[config.mk]
export PLATFORM = sky130hd
export DESIGN_NAME = id_stage
export DESIGN_NICKNAME = d
export VERILOG_FILES = /design/src/rtl/id_stage.sv
export SDC_FILE = /design/constraint.sdc
export NUM_CORES = 1
export LEC_CHECK = 0
export ABC_AREA = 1
export CELL_PAD_IN_SITES_DETAIL_PLACEMENT = 1
export CELL_PAD_IN_SITES_GLOBAL_PLACEMENT = 1
export CORE_AREA = 2 2 346 348
export CTS_CLUSTER_SIZE = 10
export DETAILED_ROUTE_END_ITERATION = 6
export DIE_AREA = 0 0 348 350
export HOLD_SLACK_MARGIN = 0.1
export PLACE_DENSITY_LB_ADDON = 0.1
export SKIP_CTS_REPAIR_TIMING = 1
export SLEW_MARGIN = 25
export SYNTH_ARGS = -nofsm -noshare
export SYNTH_HDL_FRONTEND = slang
export SYNTH_SLANG_ARGS = --single-unit
export TNS_END_PERCENT = 50
[constraint.sdc]
create_clock -name clk -period 6.4 [get_ports clk]
set_input_delay 1.28 -clock clk [delete_from_list [all_inputs] [get_ports clk]]
set_output_delay 1.28 -clock clk [all_outputs]
set_load 0.02 [all_outputs]
[src/rtl/id_stage.sv]
// ARM pipeline instruction-decode stage: field decode, condition evaluation,
// 15-entry register file with write-through bypass, and the ID/EX register.
module id_stage (
  input  logic        clk,
  input  logic        rst,
  input  logic        freeze,
  input  logic        flush,
  input  logic        hazard,
  input  logic [31:0] instruction,
  input  logic [31:0] pc_in,
  input  logic [3:0]  status,
  input  logic        wb_wb_en,
  input  logic [3:0]  wb_dest,
  input  logic [31:0] wb_value,
  output logic [3:0]  src1_id,
  output logic [3:0]  src2_id,
  output logic        two_src,
  output logic        ex_wb_en,
  output logic        ex_mem_r_en,
  output logic        ex_mem_w_en,
  output logic        ex_b,
  output logic        ex_s,
  output logic [3:0]  ex_exe_cmd,
  output logic [31:0] ex_pc,
  output logic [31:0] ex_val_rn,
  output logic [31:0] ex_val_rm,
  output logic        ex_imm,
  output logic [11:0] ex_shift_operand,
  output logic [23:0] ex_signed_imm_24,
  output logic [3:0]  ex_dest,
  output logic [3:0]  ex_src1,
  output logic [3:0]  ex_src2
);

  logic [3:0]  w_cond, w_opcode, w_rn, w_rd, w_rm;
  logic [1:0]  w_mode;
  logic        w_i, w_sbit, w_is_str, w_cond_ok, w_kill;
  logic        w_n, w_z, w_c, w_v;
  logic        w_wb, w_mr, w_mw, w_b, w_s;
  logic [3:0]  w_cmd;
  logic [31:0] w_val_rn, w_val_rm;
  logic [31:0] r_rf [0:14];

  assign w_cond   = instruction[31:28];
  assign w_mode   = instruction[27:26];
  assign w_i      = instruction[25];
  assign w_opcode = instruction[24:21];
  assign w_sbit   = instruction[20];
  assign w_rn     = instruction[19:16];
  assign w_rd     = instruction[15:12];
  assign w_rm     = instruction[3:0];
  assign {w_n, w_z, w_c, w_v} = status;

  assign w_is_str = (w_mode == 2'b01) && !w_sbit;
  assign src1_id  = w_rn;
  assign src2_id  = w_is_str ? w_rd : w_rm;
  assign two_src  = ~w_i | w_is_str;

  always_comb begin
    w_cond_ok = 1'b0;
    case (w_cond)
      4'b0000: w_cond_ok = w_z;
      4'b0001: w_cond_ok = !w_z;
      4'b0010: w_cond_ok = w_c;
      4'b0011: w_cond_ok = !w_c;
      4'b0100: w_cond_ok = w_n;
      4'b0101: w_cond_ok = !w_n;
      4'b0110: w_cond_ok = w_v;
      4'b0111: w_cond_ok = !w_v;
      4'b1000: w_cond_ok = w_c && !w_z;
      4'b1001: w_cond_ok = !w_c || w_z;
      4'b1010: w_cond_ok = (w_n == w_v);
      4'b1011: w_cond_ok = (w_n != w_v);
      4'b1100: w_cond_ok = !w_z && (w_n == w_v);
      4'b1101: w_cond_ok = w_z || (w_n != w_v);
      4'b1110: w_cond_ok = 1'b1;
      default: w_cond_ok = 1'b0;
    endcase
  end

  assign w_kill = !w_cond_ok || hazard;

  always_comb begin
    w_wb  = 1'b0;
    w_mr  = 1'b0;
    w_mw  = 1'b0;
    w_b   = 1'b0;
    w_s   = 1'b0;
    w_cmd = '0;
    case (w_mode)
      2'b00: begin
        w_wb = 1'b1;
        w_s  = w_sbit;
        case (w_opcode)
          4'b1101: w_cmd = 4'b0001;                   // MOV
          4'b1111: w_cmd = 4'b1001;                   // MVN
          4'b0100: w_cmd = 4'b0010;                   // ADD
          4'b0101: w_cmd = 4'b0011;                   // ADC
          4'b0010: w_cmd = 4'b0100;                   // SUB
          4'b0110: w_cmd = 4'b0101;                   // SBC
          4'b0000: w_cmd = 4'b0110;                   // AND
          4'b1100: w_cmd = 4'b0111;                   // ORR
          4'b0001: w_cmd = 4'b1000;                   // EOR
          4'b1010: begin w_cmd = 4'b0100; w_wb = 1'b0; end  // CMP
          4'b1000: begin w_cmd = 4'b0110; w_wb = 1'b0; end  // TST
          default: begin w_wb = 1'b0; w_s = 1'b0; end
        endcase
      end
      2'b01: begin
        w_cmd = 4'b0010;
        w_mr  = w_sbit;
        w_wb  = w_sbit;
        w_mw  = !w_sbit;
      end
      2'b10:   w_b = 1'b1;
      default: ;
    endcase
  end

  // R15 reads as pc_in; a same-cycle writeback to the read index wins over the array.
  always_comb begin
    w_val_rn = pc_in;
    if (src1_id != 4'd15)
      w_val_rn = (wb_wb_en && wb_dest == src1_id) ? wb_value : r_rf[src1_id];
  end

  always_comb begin
    w_val_rm = pc_in;
    if (src2_id != 4'd15)
      w_val_rm = (wb_wb_en && wb_dest == src2_id) ? wb_value : r_rf[src2_id];
  end

  always_ff @(posedge clk) begin
    if (!rst) begin
      for (int unsigned i = 0; i < 15; i++)
        r_rf[i] <= 32'(i);
    end else if (wb_wb_en && wb_dest != 4'd15) begin
      r_rf[wb_dest] <= wb_value;
    end
  end

  // Reset and an unfrozen flush share the all-zero load.
  always_ff @(posedge clk) begin
    if (!rst || (!freeze && flush)) begin
      ex_wb_en         <= 1'b0;
      ex_mem_r_en      <= 1'b0;
      ex_mem_w_en      <= 1'b0;
      ex_b             <= 1'b0;
      ex_s             <= 1'b0;
      ex_exe_cmd       <= '0;
      ex_pc            <= '0;
      ex_val_rn        <= '0;
      ex_val_rm        <= '0;
      ex_imm           <= 1'b0;
      ex_shift_operand <= '0;
      ex_signed_imm_24 <= '0;
      ex_dest          <= '0;
      ex_src1          <= '0;
      ex_src2          <= '0;
    end else if (!freeze) begin
      ex_wb_en         <= w_wb & ~w_kill;
      ex_mem_r_en      <= w_mr & ~w_kill;
      ex_mem_w_en      <= w_mw & ~w_kill;
      ex_b             <= w_b & ~w_kill;
      ex_s             <= w_s & ~w_kill;
      ex_exe_cmd       <= w_kill ? '0 : w_cmd;
      ex_pc            <= pc_in;
      ex_val_rn        <= w_val_rn;
      ex_val_rm        <= w_val_rm;
      ex_imm           <= w_i;
      ex_shift_operand <= instruction[11:0];
      ex_signed_imm_24 <= instruction[23:0];
      ex_dest          <= w_rd;
      ex_src1          <= w_rn;
      ex_src2          <= src2_id;
    end
  end

endmodule

==> impl_metrics.ini <==
[cts]
cts_tree = built
clk_pin_slew_ns = 0.05
cts_made_buffers = 81
clk_latency_ns = 0.67
clock-sinks = 646
cts_root_buf = clkbuf_16
htreeDepth = 3
clockBufferDepth = 3

[setup_path]
crit_required_ns = 5.12
path_cells = clkdlybuf4s50_1 > nand2_1 > nor2_2 > nand2_1 > nand2_2 > buf_4 > inv_2 > clkdlybuf4s50_1
critPathSlowestCell = clkdlybuf4s50_1
arrival_ns = 3.70
cp_max_fo = 9
critical-path-max-stage-delay_ns = 0.76
worstSetupEndpointType = primary output
cp_top_family = buffers and inverters
path_buf_inv = 4
start_kind = input port
crit_type = in2out

[final_layout]
final_cell_mix = nand2_1 (915), nor2_1 (599), edfxtp_1 (512)
nFillCells = 14000
drive_gt1_frac = 0.0504
final_common_cell = nand2_1
nets = 4697
syn_to_final_growth_pct = 18.3
finalInstanceArea_um2 = 41500
final_cells = 6184

[drt]
num_vias = 32800
wire_per_inst_um = 26.6
ant_nets = 0
drt_wl_total_um = 165000
drc = 0
drt_iter0_drc = 3071
vias_per_cell = 5.31
dr.pass1.iters = 5

[grt]
grt_pass1_vias = 32300
grt_remaining_overflow = 0
grt_pass1_wl_um = 236000
met2_usage = 0.427
grt_max_degree = 165
gr-usage-met1 = 0.373
grtUsageTotal = 0.266
grt_most_used_layer = met2
grt_antenna_before_repair = 12
grtUsageMet3 = 0.0429

[place]
post_dp_cell_area_um2 = 39100
dp_cells = 6040
placement.io_buffers = 272
dp_hpwl_um = 101000
gp_congestion = 0.836

[sta]
post-route-period-util = 0.778
rsz0062_at_grt = no
fmax_mhz = 201
fin_skew_ns = 0.0192
worst_slew_pin_slew_ns = 1.09
hold_ws_ns = 0.463
fin_tns_setup_ns = 0
final-setup-viol-count = 0
period_minus_slack_ns = 4.98
finalHoldViolations = 0
slew_headroom = 0.270
final_max_slew_viol_count = 0

[logic_synthesis]
yosysTopAreaCellShare = 0.438
netlist_area_um2 = 35100
ys_seq_area_frac = 0.515
synthFlopType = edfxtp_1
ys_ff_latch = 646
avgSynthCellArea_um2 = 7.81
synth_edf_count = 512
yosys_warnings = 0
synthesis.instances = 4496
synth_cell_type_count = 36
async_flop_share = 0
synth_area_leaders = edfxtp_1 (44%), nand2_1 (10%), dfxtp_1 (7.6%)
yosysTopAreaCell = edfxtp_1

[power]
powerDensity_nw_per_um2 = 269
vdd_drop_max_v = 0.000144
leakagePower_nw = 17.0

[floorplan]
die_x_um = 348
start_util = 0.298
core_region_area_um2 = 118000
dieArea_um2 = 122000
die_y_um = 350
ios = 273
rows = 126

[min_path]
min_path_type = reg2reg

[run]
drv_cap = 0

[run_status]
status = finished, final reports clean
-- layout make-up --
class / count / area, µm² / share of cell area
Inverter: 469 / 1770 / 0.0427
Antenna cell: 2 / 5.00 / 0.000120
Clock inverter: 13 / 70.1 / 0.00169
Sequential cell: 646 / 18100 / 0.435
Clock buffer: 129 / 2360 / 0.0569
Timing Repair Buffer: 359 / 3500 / 0.0843
Multi-Input combinational cell: 3030 / 13800 / 0.333
Tap cell: 1536 / 1920 / 0.0463
-- registers in the layout, summed over array words and instances (netlist names) --
name,cells
r_rf,512
ex_val_rm,32
ex_b,1
ex_val_rn,32
ex_mem_r_en,1
ex_mem_w_en,1
ex_pc,32
ex_exe_cmd,4
ex_src2,4
ex_wb_en,1
ex_shift_operand,11
ex_s,1
ex_imm,1
ex_signed_imm_24,13
-- kinds of logic (layout without fill, tap and decap cells) --
kind of cell              after synthesis  count (layout)  synth area share
AOI/OAI and AO/OA                     900             900             0.135
xor gates and xnor gates                1               1          0.000250
buffers and inverters                 851             970            0.0980
DFF                                   646             646             0.515
other                                   1              34          0.000107
and+or+nand+nor                      2097            2097             0.252
-- cells in the mapped netlist, types with 2 or more instances --
library cell and instances:
nand2_1 931, nor2_1 601, edfxtp_1 512, nand3_1 454, inv_1 452, a21oi_1 437
o21ai_0 356, clkbuf_1 235, dfxtp_1 134, nand3b_1 87, o211ai_1 69, buf_2 68
buf_1 40, buf_4 35, a31oi_1 12, clkinv_1 12, nand4_1 12, o21ai_1 11
o31ai_1 6, inv_2 5, buf_6 4, nand2_2 4, nor3_1 3, nor2_2 2
o221ai_1 2, o22ai_1 2
-- worst reg2reg max path: cells and delay by family, from the launching register on --
family	cells	cell delay [ns]
DFF	1	0.33
buffers and inverters	1	0.05
and+or+nand+nor	2	0.15
AOI/OAI and AO/OA	5	1.33
-- routing by layer --
metal	up-vias	routed length [µm]	part of all wire
met3	196	10700	0.065
met1	16500	75900	0.46
met4	4	3190	0.019
met5	-	21	0.00013
li1	15000	-	-
met2	1094	74700	0.45
-- power breakdown --
group          switching [mW]  internal, mW  leakage (nW)
sequential              0.118          4.77          6.00
combinational            1.34         0.537          9.84
clock                    1.88          2.51          1.19
-- final timing paths --
path | cells past startpoint | start | slack (ns) | endpoint
min | 2 | ex_imm | 0.46 | ex_imm
max reg2reg | 8 | r_rf[5][18] | 4.48 | ex_val_rn[18]
max | 8 | instruction[26] | 1.42 | src2_id[2]
min reg2reg | 2 | ex_imm | 0.46 | ex_imm
-- metrics by stage --
stage	setup WS (ns)	total power, mW	utilization
floorplan	2.88	5.97	-
global placement	1.55	6.83	0.332
detailed placement	1.48	6.83	0.332
CTS	1.45	11.3	0.353
global route	1.35	11.6	0.353
finish	1.42	11.2	0.353
No activity file was read; power rests on OpenSTA's default activity.
